<file path="config.mk">
export PLATFORM = sky130hd
export DESIGN_NAME = rom_fetch_ctrl
export DESIGN_NICKNAME = d
export VERILOG_FILES = /design/src/rtl/mcu51_pkg.sv /design/src/rtl/op_len_decode.sv /design/src/rtl/rom_fetch_ctrl.sv
export SDC_FILE = /design/constraint.sdc
export NUM_CORES = 1
export LEC_CHECK = 0
export CORE_MARGIN = 2
export CORE_UTILIZATION = 45
export CTS_CLUSTER_DIAMETER = 150
export DETAILED_ROUTE_END_ITERATION = 12
export DONT_BUFFER_PORTS = 1
export PLACE_DENSITY = 0.66
export SLEW_MARGIN = 25
export SYNTH_ARGS = -nofsm -noshare
export SYNTH_HDL_FRONTEND = slang
export SYNTH_SLANG_ARGS = --single-unit
</file>
<file path="constraint.sdc">
create_clock -name clk -period 7.6 [get_ports clk]
set_clock_uncertainty 0.05 [all_clocks]
set_input_delay 1.14 -clock clk [delete_from_list [all_inputs] [get_ports clk]]
set_output_delay 1.14 -clock clk [all_outputs]
set_load 0.005 [all_outputs]
</file>
<file path="src/rtl/mcu51_pkg.sv">
// mcu51_pkg: shared FSM states, ROM timing constant and 8051 opcode length map.
package mcu51_pkg;
  localparam int ROM_LATENCY = 1;
  typedef enum logic [2:0] {IDLE, F_OP, F_B1, F_B2, M_RD} state_t;
  function automatic logic [1:0] op_len(input logic [7:0] op);
    logic l3, l2;
    l3 = op inside {8'h02, 8'h10, 8'h12, 8'h20, 8'h30, 8'h43, 8'h53, 8'h63, 8'h75, 8'h85,
                    8'h90, [8'hB4:8'hBF], 8'hD5};
    // every xx1 opcode is AJMP/ACALL with a one-byte page offset
    l2 = (op[3:0] == 4'h1) ||
         (op inside {8'h05, 8'h15, 8'h24, 8'h25, 8'h34, 8'h35, 8'h40, 8'h42, 8'h44, 8'h45,
                     8'h50, 8'h52, 8'h54, 8'h55, 8'h60, 8'h62, 8'h64, 8'h65, 8'h70, 8'h72,
                     8'h74, [8'h76:8'h80], 8'h82, [8'h86:8'h8F], 8'h92, 8'h94, 8'h95, 8'hA0,
                     8'hA2, [8'hA6:8'hAF], 8'hB0, 8'hB2, 8'hC0, 8'hC2, 8'hC5, 8'hD0, 8'hD2,
                     [8'hD8:8'hDF], 8'hE5, 8'hF5});
    return l3 ? 2'd3 : l2 ? 2'd2 : 2'd1;
  endfunction
endpackage

</file>
<file path="src/rtl/op_len_decode.sv">
// op_len_decode: combinational 8051 opcode to instruction length (1..3).
module op_len_decode
  import mcu51_pkg::*;
(
  input  logic [7:0] i_op,
  output logic [1:0] o_len
);
  assign o_len = op_len(i_op);
endmodule

</file>
<file path="src/rtl/rom_fetch_ctrl.sv">
// rom_fetch_ctrl: shares the program ROM between instruction fetch and MOVC reads,
// assembling 1-3 byte instructions one ROM byte per clock.
module rom_fetch_ctrl
  import mcu51_pkg::*;
#(
  parameter int                    ADDRWIDTH = 8,
  parameter logic [ADDRWIDTH-1:0]  RESET_PC  = '0
) (
  input  logic                 clk,
  input  logic                 rst,
  input  logic                 fetch_req,
  input  logic                 pc_load,
  input  logic [ADDRWIDTH-1:0] pc_in,
  output logic                 instr_valid,
  output logic [7:0]           instr_op,
  output logic [7:0]           instr_b1,
  output logic [7:0]           instr_b2,
  output logic [1:0]           instr_len,
  output logic [ADDRWIDTH-1:0] instr_pc,
  input  logic                 movc_req,
  input  logic [ADDRWIDTH-1:0] movc_addr,
  output logic                 movc_ack,
  output logic [7:0]           movc_data,
  output logic                 rom_cs_n,
  output logic [ADDRWIDTH-1:0] rom_addr,
  input  logic [7:0]           rom_data
);
  state_t                 r_state, w_state;
  logic [ADDRWIDTH-1:0]   r_pc, w_pc, w_iaddr;
  logic                   r_fetch_pend, w_pend, w_issue, w_fin, w_ack, w_fetch, w_movc;
  logic [7:0]             r_op, r_b1;
  logic [1:0]             r_len, w_len_dec, w_len;
  op_len_decode u_len (.i_op(rom_data), .o_len(w_len_dec));
  assign w_fetch = fetch_req | r_fetch_pend;
  // the request still high during its own ack cycle is the one just served
  assign w_movc  = movc_req & ~movc_ack;
  assign w_len   = (r_state == F_OP) ? w_len_dec : r_len;
  always_comb begin
    w_state = r_state;
    w_pc    = r_pc;
    w_pend  = w_fetch;
    w_issue = 1'b0;
    w_iaddr = r_pc;
    w_fin   = 1'b0;
    w_ack   = 1'b0;
    case (r_state)
      IDLE: begin
        if (pc_load) begin
          w_pc    = pc_in;
          w_iaddr = pc_in;
          w_issue = w_fetch;
          w_pend  = 1'b0;
          w_state = w_fetch ? F_OP : IDLE;
        end else if (w_movc) begin
          w_issue = 1'b1;
          w_iaddr = movc_addr;
          w_state = M_RD;
        end else if (w_fetch) begin
          w_issue = 1'b1;
          w_pend  = 1'b0;
          w_state = F_OP;
        end
      end
      F_OP, F_B1, F_B2: begin
        if (pc_load) begin
          w_pc    = pc_in;
          w_pend  = fetch_req;
          w_state = IDLE;
        end else if (r_state == F_B2 || (r_state == F_OP ? w_len_dec == 2'd1 : r_len == 2'd2)) begin
          w_fin   = 1'b1;
          w_pc    = r_pc + ADDRWIDTH'(w_len);
          w_state = IDLE;
        end else begin
          w_issue = 1'b1;
          w_iaddr = r_pc + ((r_state == F_OP) ? ADDRWIDTH'(1) : ADDRWIDTH'(2));
          w_state = (r_state == F_OP) ? F_B1 : F_B2;
        end
      end
      M_RD: begin
        w_ack   = 1'b1;
        w_pc    = pc_load ? pc_in : r_pc;
        w_iaddr = w_pc;
        w_issue = w_fetch;
        w_pend  = 1'b0;
        w_state = w_fetch ? F_OP : IDLE;
      end
      default: w_state = IDLE;
    endcase
  end
  always_ff @(posedge clk or posedge rst) begin
    if (rst) begin
      r_state      <= IDLE;
      r_pc         <= RESET_PC;
      r_fetch_pend <= 1'b0;
      r_op         <= '0;
      r_b1         <= '0;
      r_len        <= '0;
      rom_cs_n     <= 1'b1;
      rom_addr     <= '0;
      instr_valid  <= 1'b0;
      instr_op     <= '0;
      instr_b1     <= '0;
      instr_b2     <= '0;
      instr_len    <= '0;
      instr_pc     <= '0;
      movc_ack     <= 1'b0;
      movc_data    <= '0;
    end else begin
      r_state      <= w_state;
      r_pc         <= w_pc;
      r_fetch_pend <= w_pend;
      rom_cs_n     <= ~w_issue;
      if (w_issue) rom_addr <= w_iaddr;
      if (r_state == F_OP) begin
        r_op  <= rom_data;
        r_len <= w_len_dec;
      end
      if (r_state == F_B1) r_b1 <= rom_data;
      instr_valid <= w_fin;
      movc_ack    <= w_ack;
      if (w_fin) begin
        instr_op  <= (r_state == F_OP) ? rom_data : r_op;
        instr_b1  <= (r_state == F_OP) ? 8'h00 : (r_state == F_B1) ? rom_data : r_b1;
        instr_b2  <= (r_state == F_B2) ? rom_data : 8'h00;
        instr_len <= w_len;
        instr_pc  <= r_pc;
      end
      if (w_ack) movc_data <= rom_data;
    end
  end
endmodule
</file>
* After elaboration in Yosys (flattened, before gate mapping)
Cells that the tools add are included.
Storage, ports and cells: flip-flop bits (word level) 83, bits in latches 0, RAM bits 0, ROM bits 0, bits of input ports 29, output and inout bits 53, memories kept 0
Operators by class: add/sub/neg operators 2, multipliers 0, divide/modulo/power cells 0, $lt $le $gt $ge 10, eq/ne operators 57, shift operators 0, mux-type cells 40, bitwise operators 4, reduce and logical (&&, ||, !) cells 14
Operator list (number):
- equality test 8 x 7 -> 1 bit, second input constant | 19
- equality test 8 bit, second input constant | 18
- two-way mux 8 bit | 11
- equality test 8 x 6 -> 1 bit, second input constant | 6
- <= comparator 8 bit, second input constant | 5
- nonzero test 40 bit | 1
- >= comparator 8 bit, second input constant | 4
- equality test 8 x 5 -> 1 bit, second input constant | 3
- case mux 8 bit (3 select lines) | 1
- adder 8 x 2 -> 8 bit | 2
- case mux 8 bit (2 select lines) | 1
- two-way mux 1 bit | 15
- nonzero test 13 bit | 1
- two-way mux 2 bit | 6
- two-way mux 3 bit | 3
- case mux 3 bit (3 select lines) | 1
- equality test 8 x 2 -> 1 bit, second input constant | 1
- equality test 8 x 3 -> 1 bit, second input constant | 1
- >= comparator 8 x 7 -> 1 bit, second input constant | 1
- equality test 3 x 2 -> 1 bit, second input constant | 2
- case mux 1 bit (3 select lines) | 2
- logical AND 1 bit | 5
- equality test 4 x 1 -> 1 bit, second input constant | 1
- inequality test 4 bit, second input constant | 1
- 14 further kinds | 16

* Depth between registers and ports, before layout
Gate-level depths: netlist of run 1.
word-level depth 13, mapped depth 15, gate-level depth less buffers 13

* By module
A second synthesis of run 1 with hierarchy kept.
Unflattened totals: cell total of the unflattened synthesis 437, area total of the unflattened synthesis 4284.1 µm²
By module, submodules not included:
- rom_fetch_ctrl | times used 1, cells each 391, area each 3990.1 µm², seq. area each 2078.2 µm²
- op_len_decode | times used 1, cells each 46, area each 294.0 µm², seq. area each 0.0 µm²

* Least setup slack after synthesis of run 1
Ideal clock, no wire load.
path kind input to register, start in rom_data[5], end reg r_pc[7], library setup time 0.124 ns, arrival time 3.991 ns, setup slack 3.435 ns, stages on the path 13, buffers on the path 1, path through buf_2 > mux2_2 > a221o_1 > or4_4 > nor3_4 > nor2_1 > ha_1 > a21oi_1 > nor2b_1 > nor2b_1 > nand3_1 > o22ai_1 > a21oi_1
Between the ends: word-level cells in the longest chain between the ends 11, elaborated cells on any way between the ends 78
RTL lines:
- start: declaration | RTL line rom_fetch_ctrl.sv:26 | input logic [7:0] rom_data
- >= comparator 8 x 7 -> 1 bit (tied with other cells) | RTL line mcu51_pkg.sv:11 | (op inside {8'h05, 8'h15, 8'h24, 8'h25, 8'h34, 8'h35, 8'h40, 8'h42, 8'h44, 8'h45,
- logical AND 1 bit | RTL line mcu51_pkg.sv:11
- nonzero test 40 bit | RTL line mcu51_pkg.sv:11
- logical OR 1 bit | RTL line mcu51_pkg.sv:10 | l2 = (op[3:0] == 4'h1) ||
- two-way mux 2 bit | RTL line mcu51_pkg.sv:16 | return l3 ? 2'd3 : l2 ? 2'd2 : 2'd1;
- two-way mux 2 bit * | RTL line mcu51_pkg.sv:16
- two-way mux 2 bit *
- via w_len[1] | RTL line rom_fetch_ctrl.sv:32 | logic [1:0] r_len, w_len_dec, w_len;
- adder 8 x 2 -> 8 bit * | RTL line rom_fetch_ctrl.sv:71 | w_pc = r_pc + ADDRWIDTH'(w_len);
- two-way mux 8 bit * | RTL line rom_fetch_ctrl.sv:69 | end else if (r_state == F_B2 || (r_state == F_OP ? w_len_dec == 2'd1 : r_len == 2'd2)) begin
- two-way mux 8 bit * | RTL line rom_fetch_ctrl.sv:65 | if (pc_load) begin
- case mux 8 bit (2 select lines) * | RTL line rom_fetch_ctrl.sv:46 | case (r_state)
- end signal: assignment | RTL line rom_fetch_ctrl.sv:110 | r_pc <= w_pc;
- end: declaration | RTL line rom_fetch_ctrl.sv:29 | logic [ADDRWIDTH-1:0] r_pc, w_pc, w_iaddr;
Mark *: on every way through the listed nets, which the timed path passes. The rest lies on a longest branch. The select of a mux whose other input is x is not followed. A chain may end at the register's enable or synchronous reset.

* Worst setup path after layout of run 1
start reg r_state[2], end reg r_pc[5]
Between the ends: word-level cells in the longest chain between the ends 6, elaborated cells on any way between the ends 17
RTL lines:
- start: declaration | RTL line rom_fetch_ctrl.sv:28 | state_t r_state, w_state;
- start signal: assignment | RTL line rom_fetch_ctrl.sv:109 | r_state <= w_state;
- equality test 3 x 1 -> 1 bit | RTL line rom_fetch_ctrl.sv:37 | assign w_len = (r_state == F_OP) ? w_len_dec : r_len;
- two-way mux 2 bit
- via w_len[1] | RTL line rom_fetch_ctrl.sv:32
- adder 8 x 2 -> 8 bit | RTL line rom_fetch_ctrl.sv:71
- two-way mux 8 bit | RTL line rom_fetch_ctrl.sv:69
- two-way mux 8 bit | RTL line rom_fetch_ctrl.sv:65
- case mux 8 bit (2 select lines) | RTL line rom_fetch_ctrl.sv:46
The timed path passes the listed nets, and every way through them passes these cells. The select of a mux whose other input is x is not followed.

==> results.yml, run 1 <==
yosys:
  synth_cells: 437
  synth_cell_types: 74
  synth_xor_area_share_pct: 0.5858
  yosys.area_share.adder_pct: 2.008
  ys_ff_latch: 83
  synth-compound-area-share_pct: 13.97
  synth-main-ff-cell: "dfrtp_1"
  ys_async_sr_fraction_pct: 100.0
  ys.warnings.count: 0
  synthMuxAreaShare_pct: 13.11
  synth_top_family_by_area: "simple AND/OR/NAND/NOR gates"
  synth-edff-count: 0
  syn_nets: 472
  synth_simple_gate_area_share_pct: 19.33
  yosysSeqAreaShare_pct: 46.33
  netlist_area_um2: 4486
  avgSynthCellArea_um2: 10.26
clock_network:
  clk_latency_ps: 360
  clockBufferDepth: 2
  htreeDepth: 3
  root_buffer: "clkbuf_8"
  clk_pin_slew_worst_paths_ps: 90
  postCtsHoldBufs: 0
  cts_buffers: 9
  cts_sinks: 83
  cts_tree: "done"
  cts_setup_buffers: 0
  cts_resized: 0
drt:
  ant_nets: 0
  wire_per_inst_um: 19.61
  drc_errors: 0
  drt_wl_total_mm: 11.00
  vias: 3412
  first_pass_iters: 5
  routed_via_density: 6.082
  drtIter0Drc: 222
floorplan:
  row_count: 36
  die_area_um2: 10780
  die_w_um: 103.8
  pin_count: 82
  core_um2: 9729
  dieHeight_um: 103.8
  initial_core_util_pct: 46.10
global_routing:
  met3_usage_pct: 6.986
  grt_overflow_total: 0
  grt_use_met1_pct: 29.16
  grt_pass1_vias: 3301
  grt_antenna_before_repair: 0
  use_met2_pct: 30.31
  grt_use_total_pct: 20.89
  busiest_layer: "met2"
  grt_pass1_wl_mm: 18.06
  grt_max_degree: 84
worst_setup_path:
  r2r-end: "r_pc[5]$_DFFE_PP0P_"
  crit_arrival_ps: 4200
  ff2ff_setup_slack_ps: 3620
  endpoint_kind: "flip-flop"
  critPathRequiredTime_ps: 7820
  path_class: "reg2reg"
  r2r-start: "r_state[2]$_DFFE_PP0P_"
  reg2reg_depth: 13
  crit_start: "r_state[2]$_DFFE_PP0P_"
  critPathMaxFanout: 13
  endpoint: "r_pc[5]$_DFFE_PP0P_"
  startpoint_type: "flip-flop"
finish:
  diodes: 0
  fin_nets: 458
  multiInputGateArea_um2: 2198
  seqCellArea_um2: 2078
  num-fill-cells: 899
  drive_gt1_share_pct: 16.59
  area_delta_synth_final_pct: 6.304
power_and_ir_drop:
  intPower_mw: 1.137
  leakage_nw: 1.953
  p_comb_share_pct: 39.4
  switching_share_pct: 41.25
  power_frac_seq_pct: 42.6
  switching_power_mw: 0.7985
  power.clock.fraction_pct: 18.0
  pwr_density_cell_nw_per_um2: 406.0
  ir_worst_vdd_v: 0.0001625
timing:
  rsz0062_at_grt: "false"
  fin_crit_ps: 3978
  relSlewSlack_pct: 41.86
  setup_slack_ps: 3622
  worst_pin_slew_ps: 870.1
  setup_viol: 0
  finalHoldViolCount: 0
  max_freq_mhz: 251.4
  post-route-period-util_pct: 52.34
  final.setup.tns_ps: 0
  slew_viol_final: 0
run:
  maxCapViolCount: 0
placed_design:
  io_buffers: 0
  dp_slack_ps: 3288
  place_congestion: 0.9531
  hpwlAfterDp_mm: 7.687
status:
  status: "completed"
hold_path:
  hp-class: "reg2reg"
==> worst min path at each step <==
stage	start	end	slack [ps]	depth (start not counted)
after floorplan	r_op[2]$_DFF_PP0_	r_op[2]$_DFF_PP0_	420	1
after global placement	r_b1[7]$_DFF_PP0_	r_b1[7]$_DFF_PP0_	430	1
after detailed placement	r_op[4]$_DFF_PP0_	r_op[4]$_DFF_PP0_	430	1
after CTS	r_op[4]$_DFF_PP0_	r_op[4]$_DFF_PP0_	460	1
after global routing	r_b1[7]$_DFF_PP0_	r_b1[7]$_DFF_PP0_	470	1
final	r_op[4]$_DFF_PP0_	r_op[4]$_DFF_PP0_	450	1
==> flip-flops by register name, summed over array words and instances (netlist names) <==
| register | flops |
|---|---|
| r_fetch_pend | 1 |
| rom_cs_n | 1 |
| r_len | 2 |
| instr_b1 | 8 |
| instr_valid | 1 |
| rom_addr | 8 |
| r_op | 8 |
| instr_b2 | 8 |
| movc_ack | 1 |
| movc_data | 8 |
| r_state | 3 |
| r_pc | 8 |
| instr_len | 2 |
| r_b1 | 8 |
| instr_op | 8 |
| instr_pc | 8 |
==> cells by family (layout without fill, tap and decap cells) <==
family                   Yosys count  in the layout
AO/OA/AOI/OAI                     90             90
XOR/XNOR                           3              3
adder cells (fa/ha/maj)            6              6
buffers and inverters             48             39
flip-flops                        83             83
multiplexers                      53             53
AND/OR/NAND/NOR                  154            154
==> layer usage <==
metal | wire length [µm] | vias to the layer above
met5 | 0 | -
met4 | 248 | 0
met3 | 1062 | 26
met2 | 4905 | 149
met1 | 4785 | 1666
li1 | - | 1571
==> cells in the final DEF, fill, tap and decap left out, types with 5 or more instances in the layout <==
master,count
nor3b_1,8
nor4_1,6
nand4_1,6
nand2_1,38
o21ai_0,24
nand3_1,16
o211ai_1,7
mux2_2,32
a21oi_1,17
mux2i_1,10
dfrtp_1,82
o22ai_1,5
inv_1,14
nor3_1,9
clkbuf_8,9
mux2_1,10
nor2_1,29
==> synthesized netlist by cell type, types with 3 or more instances <==
cell / n / area, µm²
o22ai_1: 5 / 31.28
or4_1: 4 / 30.03
mux2i_1: 10 / 100.1
or3_1: 3 / 18.77
nand3b_1: 4 / 30.03
nand4_1: 6 / 37.54
nor2_1: 29 / 108.9
nand2_1: 38 / 142.6
o211ai_1: 7 / 52.55
and2_1: 3 / 18.77
mux2_1: 10 / 112.6
nor3b_1: 8 / 60.06
nand3_1: 16 / 80.08
a32oi_1: 4 / 35.03
buf_2: 8 / 40.04
ha_1: 4 / 50.05
a311oi_1: 3 / 26.28
clkbuf_1: 17 / 63.81
nor4_1: 6 / 37.54
dfrtp_1: 82 / 2052
nor3_1: 9 / 45.04
mux2_2: 32 / 360.4
a21oi_1: 17 / 85.08
o21ai_0: 24 / 120.1
inv_1: 15 / 56.30
nor2b_1: 3 / 18.77
a211oi_1: 3 / 22.52
a22oi_1: 3 / 22.52
==> worst max-delay path, cell delays in order (launching register included) <==
cell	delay, ps
dfrtp_1	550
nor3b_2	220
buf_4	250
inv_2	160
a311o_1	360
or4_1	610
nor3_4	340
nor2_1	170
ha_1	310
a21oi_1	60
nor2b_1	280
nand4_1	140
o21a_1	200
a211oi_1	200
==> through the flow <==
stage / total power, mW / utilization, % / hold WS, ps / instances / area [µm²]
2_1_floorplan: 1.380 / - / 418.1 / 437 / 4486
3_3_place_gp: 1.575 / 46.76 / 430.2 / 545 / 4549
6_report: 1.936 / 49.01 / 451.4 / 561 / 4768
3_5_place_dp: 1.590 / 46.76 / 433.3 / 545 / 4549
4_1_cts: 1.945 / 48.97 / 455.2 / 561 / 4765
5_1_grt: 2.076 / 49.01 / 468.2 / 561 / 4768
==> power groups by stage <==
stage / registers [mW] / clock network (mW) / logic (mW)
floorplan: 0.759 / 0 / 0.620
global placement: 0.832 / 0 / 0.743
detailed placement: 0.836 / 0 / 0.755
CTS: 0.826 / 0.358 / 0.761
global route: 0.854 / 0.375 / 0.847
finish: 0.824 / 0.349 / 0.763
==> cell type report <==
| cell class | instances | share of cell area, % |
|---|---|---|
| clock buffers | 9 | 2.598 |
| clock inverters | 7 | 1.916 |
| inverters | 18 | 1.443 |
| multi-input cells | 306 | 46.10 |
| flip-flops and latches | 83 | 43.58 |
| well taps | 133 | 3.490 |
| repair buffers | 5 | 0.8659 |
Note: power is estimated with default switching activity, not from simulation.
==> inputs of run 2 (changes only) <==
Clock period 7.6 ns to 3.8 ns, I/O delays scaled along.
==> results.yml, run 2 (synthesized netlist as in run 1, its figures left out) <==
drt:
  drc_errors: 0
  drt_wl_total_mm: 11.12
  vias: 3435
  routed_via_density: 6.069
  wire_per_inst_um: 19.64
  ant_nets: 0
  drtIter0Drc: 368
  first_pass_iters: 6
timing:
  rsz0062_at_grt: "false"
  final.setup.tns_ps: 0
  fin_crit_ps: 3505
  setup_slack_ps: 295.2
  relSlewSlack_pct: 52.06
  post-route-period-util_pct: 92.23
  worst_hold_slack_ps: 105.5
  finalHoldViolCount: 0
  setup_viol: 0
  worst_pin_slew_ps: 717.4
  slew_viol_final: 0
  max_freq_mhz: 285.3
finish:
  drive_gt1_share_pct: 17.55
  fin_nets: 463
  layout_common_cells: "dfrtp_1 (82), nand2_1 (38), mux2_2 (32)"
  diodes: 0
  layout_commonest_cell: "dfrtp_1"
  area_delta_synth_final_pct: 7.057
worst_setup_path:
  path_class: "reg2reg"
  critPathRequiredTime_ps: 4030
  crit_arrival_ps: 3730
  critPathMaxFanout: 10
  endpoint_kind: "flip-flop"
  startpoint_type: "flip-flop"
  cpPeakStageDelay_ps: 600
  crit_slowest_cell: "or4_1"
  cp_cell_sequence: "nor3b_2, inv_2, a311o_1, or4_1, nor3_4, nor2_1, ha_1, a21oi_1, nor2b_1, nand4_1, o21a_1, a211oi_1"
power_and_ir_drop:
  leakage_nw: 1.980
  pwr_density_cell_nw_per_um2: 814.9
  ir_worst_vdd_v: 0.0003326
floorplan:
  pin_count: 82
  die_w_um: 103.8
  initial_core_util_pct: 46.10
  row_count: 36
  core_um2: 9729
  dieHeight_um: 103.8
  die_area_um2: 10780
global_routing:
  grt_antenna_before_repair: 0
  met3_usage_pct: 6.671
  grt_max_degree: 57
  grt_use_total_pct: 21.22
  grt_pass1_vias: 3365
  grt_overflow_total: 0
  grt_pass1_wl_mm: 18.26
  use_met2_pct: 29.37
  busiest_layer: "met1"
  grt_use_met1_pct: 30.36
clock_network:
  clockBufferDepth: 2
  clk_pin_slew_worst_paths_ps: 90
  cts_sinks: 83
  clk_latency_ps: 380
  htreeDepth: 3
  cts_buffers: 9
  root_buffer: "clkbuf_8"
  cts_resized: 0
  cts_setup_buffers: 0
  cts_tree: "done"
  postCtsHoldBufs: 0
status:
  status: "completed"
placed_design:
  hpwlAfterDp_mm: 7.917
  place_congestion: 0.9306
  dp_slack_ps: 211.2
  io_buffers: 0
run:
  maxCapViolCount: 0
hold_path:
  hp-class: "in2async"
[run 2: per-stage QoR]
step	power [mW]	util, %	cell area (µm²)	cells
finish	3.913	49.36	4802	566
global route	4.195	49.36	4802	566
CTS	3.923	49.34	4801	566
detailed placement	3.217	47.15	4587	550
global placement	3.177	47.15	4587	550
floorplan	2.760	-	4486	437
[run 2: worst max-delay path: cells and delay by family, from the launching register on]
family,cells,cell delay [ps]
adders and majority gates,1,300
DFF,1,430
AOI/OAI and AO/OA,4,840
buffers and inverters,1,150
and+or+nand+nor,6,1630
[run 2: worst paths after layout]
check                                     endpoint              startpoint  depth (start not counted)  slack (ps)
min in group clk            r_fetch_pend$_DFF_PP0_                 pc_load                          1         230
max reg2reg                    r_pc[5]$_DFFE_PP0P_  r_state[1]$_DFFE_PP0P_                         12         300
max                            r_pc[5]$_DFFE_PP0P_  r_state[1]$_DFFE_PP0P_                         12         300
max in group asynchronous       rom_cs_n$_DFF_PP1_                     rst                          2        2710
min                        instr_pc[4]$_DFFE_PP0P_                     rst                          1         110
min reg2reg                      r_b1[2]$_DFF_PP0_       r_b1[2]$_DFF_PP0_                          1         450
[run 2: report_power, final]
| group | internal (mW) | switching, mW | total [mW] |
|---|---|---|---|
| sequential | 1.30 | 0.341 | 1.64 |
| combinational | 0.676 | 0.889 | 1.57 |
| clock | 0.325 | 0.381 | 0.705 |
[run 2: final cells by class]
class,instances,area [µm²]
clock buffer,9,123.9
clock inverter,7,90.09
fill,933,4927
inverter,18,70.07
multi-input combinational,306,2198
sequential,83,2078
tap,133,166.4
timing repair buffer,10,75.07
[run 2: layer usage]
metal,wire length [µm],vias up
met4,304,0
met2,4813,154
li1,-,1573
met1,4969,1683
met5,0,-
met3,1027,25
==> inputs of run 3 (changes only) <==
Settings changed: DONT_BUFFER_PORTS 1 to not set, PLACE_DENSITY 0.66 to 0.76, RECOVER_POWER set to 25.
==> results.yml, run 3 (synthesized netlist as in run 1, its figures left out) <==
drt:
  ant_nets: 0
  vias: 3894
  drt_wl_total_mm: 12.12
  routed_via_density: 5.718
  drtIter0Drc: 262
  wire_per_inst_um: 17.79
  first_pass_iters: 7
  drc_errors: 0
hold_path:
  min-delay-start: "instr_pc[5]$_DFFE_PP0P_"
  min_to: "instr_pc[5]$_DFFE_PP0P_"
  hold_depth: 1
  hp-class: "reg2reg"
timing:
  slew_viol_final: 84
  final.setup.tns_ps: 0
  finalHoldViolCount: 0
  setup_viol: 0
  max_freq_mhz: 279.3
  rsz0062_at_grt: "false"
  post-route-period-util_pct: 94.22
  worst_pin_slew_ps: 2003
  relSlewSlack_pct: -33.54
  fin_crit_ps: 3580
placed_design:
  hpwlAfterDp_mm: 8.693
  placed_area_um2: 5715
  io_buffers: 81
  place_congestion: 0.9265
floorplan:
  row_count: 36
  die_area_um2: 10780
  dieHeight_um: 103.8
  core_um2: 9729
  initial_core_util_pct: 46.10
  die_w_um: 103.8
  pin_count: 82
clock_network:
  postCtsHoldBufs: 0
  cts_setup_buffers: 0
  cts_resized: 0
  clockBufferDepth: 2
  cts_sinks: 83
  clk_latency_ps: 350
  cts_tree: "done"
  htreeDepth: 3
  clk_pin_slew_worst_paths_ps: 90
  root_buffer: "clkbuf_8"
  cts_buffers: 9
global_routing:
  grt_antenna_before_repair: 0
  grt_use_total_pct: 23.13
  grt_pass1_vias: 3876
  grt_overflow_total: 0
  grt_max_degree: 84
  grt_pass1_wl_mm: 20.12
worst_setup_path:
  reg2reg_depth: 10
  path_buf_inv: 3
  ff2ff_setup_slack_ps: 520
  startpoint_type: "input pin"
  crit_slowest_cell: "or4_4"
  cp_cell_sequence: "clkdlybuf4s50_1, buf_4, mux2_2, a221o_1, or4_4, nor3_4, nor2_1, buf_4, fa_1, o31ai_1, a32oi_1"
  r2r-end: "r_pc[1]$_DFFE_PP0P_"
  path_class: "in2reg"
  crit_arrival_ps: 3750
  worst_path_most_repeated_cell: "buf_4"
  critPathRequiredTime_ps: 3970
  critPathMaxFanout: 4
  crit_family: "simple AND/OR/NAND/NOR gates"
  r2r-start: "r_state[1]$_DFFE_PP0P_"
  endpoint_kind: "flip-flop"
  cpPeakStageDelay_ps: 580
finish:
  diodes: 0
  final_area_um2: 5901
  area_delta_synth_final_pct: 31.55
  fin_nets: 578
  drive_gt1_share_pct: 19.89
  layout_commonest_cell: "dfrtp_1"
  utilization_pct: 60.65
  layout_common_cells: "dfrtp_1 (82), clkdlybuf4s50_1 (80), buf_4 (39)"
  num-fill-cells: 841
power_and_ir_drop:
  ir_worst_vdd_v: 0.0004512
  leakage_nw: 2.457
  pwr_density_cell_nw_per_um2: 761.5
run:
  maxCapViolCount: 1
status:
  violations: "capacitance limit, slew limit"
  status: "finished, violations left"
-- run 3: report_power, final --
part           internal, mW  leakage (nW)  switching, mW
logic                  1.20          1.36           1.07
clock network         0.313        0.0979          0.347
registers              1.30          1.00          0.265
-- run 3: per-layer routing --
layer | share of wire (%) | GRT usage (%) | vias up
li1 | - | - | 1806
met1 | 45 | 33.27 | 1919
met2 | 47 | 35.34 | 149
met3 | 6.3 | 4.216 | 20
met4 | 1.7 | 7.722 | 0
met5 | 0 | 0 | -
-- run 3: area by class of cell --
class / instances / area, µm² / share of cell area (%)
clock buffers: 10 / 127.6 / 2.163
well taps: 133 / 166.4 / 2.820
clock inverters: 6 / 72.57 / 1.230
flip-flops and latches: 83 / 2078 / 35.22
inverters: 18 / 68.82 / 1.166
repair buffers: 125 / 1189 / 20.14
multi-input cells: 306 / 2198 / 37.26
-- run 3: worst max-delay path by stage --
| stage | end | startpoint | slack, ps | depth (start not counted) |
|---|---|---|---|---|
| floorplan | r_pc[7]$_DFFE_PP0P_ | rom_data[5] | 200 | 13 |
| finish | r_pc[1]$_DFFE_PP0P_ | rom_data[3] | 220 | 11 |
| global route | r_pc[1]$_DFFE_PP0P_ | rom_data[3] | 60 | 13 |
| CTS | r_pc[5]$_DFFE_PP0P_ | rom_data[3] | 240 | 13 |
| detailed placement | r_pc[1]$_DFFE_PP0P_ | rom_data[3] | -110 | 11 |
| global placement | r_pc[7]$_DFFE_PP0P_ | rom_data[3] | -40 | 14 |
-- run 3: metrics by stage --
stage	worst slack (ps)	instances	hold slack, ps	total power, mW
floorplan	204.5	437	418.1	2.760
global route	59.38	681	456.0	4.795
detailed placement	-108.8	665	425.1	3.838
CTS	236.4	681	449.9	4.514
global placement	-38.97	665	423.0	3.779
finish	219.8	681	443.7	4.493
==> variant (config.mk and constraints of run 2) <==
Change the parameter `ADDRWIDTH` from 8 to 10.
--- a/src/rtl/rom_fetch_ctrl.sv
+++ b/src/rtl/rom_fetch_ctrl.sv
@@ -3,7 +3,7 @@
 module rom_fetch_ctrl
   import mcu51_pkg::*;
 #(
-  parameter int                    ADDRWIDTH = 8,
+  parameter int                    ADDRWIDTH = 10,
   parameter logic [ADDRWIDTH-1:0]  RESET_PC  = '0
 ) (
   input  logic                 clk,
Ports: changed (resized instr_pc, movc_addr, pc_in and rom_addr); port bits go from 82 to 90. The function was not compared with the original's and may differ.
==> variant against run 2 <==
Wire length rose by 7.2%. Total power is 7.7% higher. Combinational power rose by 12%. Final area up 6.3%. Sequential cell count up 6. Fmax is 5.8% higher. Setup slack gained 0.19 ns. Synthesized cell count up 4.1%. Clock power decreased by 7.8%. Utilization is 0.14 points lower. Count of clock-buffer cells in the layout stayed put. Synthesized area increased by 8.0%. Largest cell class unchanged. Largest power group unchanged.
==> variant: results (changes against run 2) <==
{| class="wikitable"
! Metric !! Value
|-
| Status || finished clean
|-
| XOR/XNOR share of the synthesized area || 0.003617 (-0.002241)
|-
| Most numerous cell types in the synthesized netlist || dfrtp_1, mux2_2, nor2_1
|-
| Cell count after placement || 568 (+3.3%)
|-
| Filler Cell Count || 968 (+3.8%)
|-
| Mean number of vias per cell || 5.949 (-2.0%)
|-
| Synth Net Count || 494 (+4.7%)
|-
| Count of TritonRoute iterations in the first routing pass || 5 (-1)
|-
| Sequential element share of the synthesized area || 0.4601 (-0.003232)
|-
| Global-route total usage across every layer || 0.2137 (+0.001517)
|-
| Fraction of layout cells with a size suffix above 1 || 0.1853 (+0.009748)
|-
| Worst vdd rail ir drop || 0.0003390 V (+1.9%)
|-
| Routability congestion estimate || 0.9495 (+2.0%)
|-
| Syn Area/Cell || 10.64 um2 (+3.7%)
|-
| Synth area leaders || dfrtp_1, mux2_2, mux2i_1
|-
| Minimum setup slack after placement || 0.2293 ns (+0.01801 ns)
|-
| Total leakage power || 2.363 nW (+19%)
|-
| Number of DRC markers in iteration 0 || 234 (-36%)
|-
| Count of non-filler cells in the finished layout || 584 (+3.2%)
|-
| Largest net degree at the start of global routing || 90 (+58%)
|-
| Total Nets Final || 482 (+4.1%)
|-
| Net load switching power || 1.724 mW (+7.0%)
|-
| Global-route wire length before repair || 19.15 mm (+4.9%)
|-
| Largest driver fanout on the critical path || 13 (+3)
|-
| Post-Place Cell Area || 0.004912 mm2 (+7.1%)
|-
| Area fraction in compound gates after synthesis || 0.1509 (+0.01112)
|-
| DP HPWL || 8.303 mm (+4.9%)
|}
-- variant: changes by cell type after synthesis, moves of 6 or more --
| cell | before | now |
|---|---|---|
| a21o_1 | 2 | 11 |
| nand3_1 | 16 | 8 |
| and3_1 | 2 | 11 |
| a2bb2oi_1 | 0 | 7 |
| mux2i_1 | 10 | 23 |
| nand2b_1 | 2 | 8 |
| nand2_1 | 38 | 26 |
| mux2_1 | 10 | 4 |
| nor4_1 | 6 | 0 |
| mux2_4 | 1 | 9 |
| nor3b_1 | 8 | 2 |
| a21oi_1 | 17 | 27 |
| dfrtp_1 | 82 | 88 |
-- variant: layout make-up --
type                    instances  area [um2]  share of cell area
inverters                      19       72.57             0.01422
clock buffers                   9       123.9             0.02427
repair buffers                  9       80.08             0.01569
flip-flops and latches         89        2228              0.4366
clock inverters                 7       67.56             0.01324
multi-input cells             315        2361              0.4626
well taps                     136       170.2             0.03334
-- variant: logic make-up (layout without fill, tap and decap cells) --
family / after synthesis / count (layout)
adders and majority gates: 6 / 6
AOI/OAI and AO/OA: 104 / 104
DFF: 89 / 89
and+or+nand+nor: 135 / 135
buffers and inverters: 51 / 44
muxes: 68 / 68
xor gates and xnor gates: 2 / 2
-- variant: worst max-delay path: stages, from the launching register on --
cell      delay [ns]
dfrtp_1         0.43
nor3b_2         0.24
o311ai_0        0.19
nor3_2          0.71
a21oi_1         0.25
ha_1            0.28
fa_1            0.45
and3_1          0.22
and4b_1         0.20
a21oi_1         0.10
o21ai_0         0.08
-- variant: worst paths after layout --
| check | to | depth (start not counted) | slack, ns |
|---|---|---|---|
| max | r_pc[6] | 10 | 0.49 |
| min | instr_op[1] | 2 | 0.13 |
| max reg2reg | r_pc[6] | 10 | 0.49 |
| min reg2reg | r_b1[4] | 1 | 0.46 |
| max in group asynchronous | rom_cs_n | 2 | 3.22 |
| min in group clk | r_state[2] | 1 | 0.23 |
-- variant: power groups by stage --
stage	registers, mW	clock network, mW	logic, mW
after floorplan	1.67	0	1.46
after global placement	1.82	0	1.72
after detailed placement	1.83	0	1.75
after CTS	1.82	0.664	1.77
after global routing	1.87	0.709	1.95
final	1.81	0.650	1.76
-- variant: routing by layer --
layer | share of wire | up-vias | GRT usage
li1 | - | 1616 | -
met1 | 0.45 | 1692 | 0.3080
met2 | 0.46 | 149 | 0.3100
met3 | 0.079 | 17 | 0.05569
met4 | 0.016 | 0 | 0.07601
met5 | 0 | - | 0
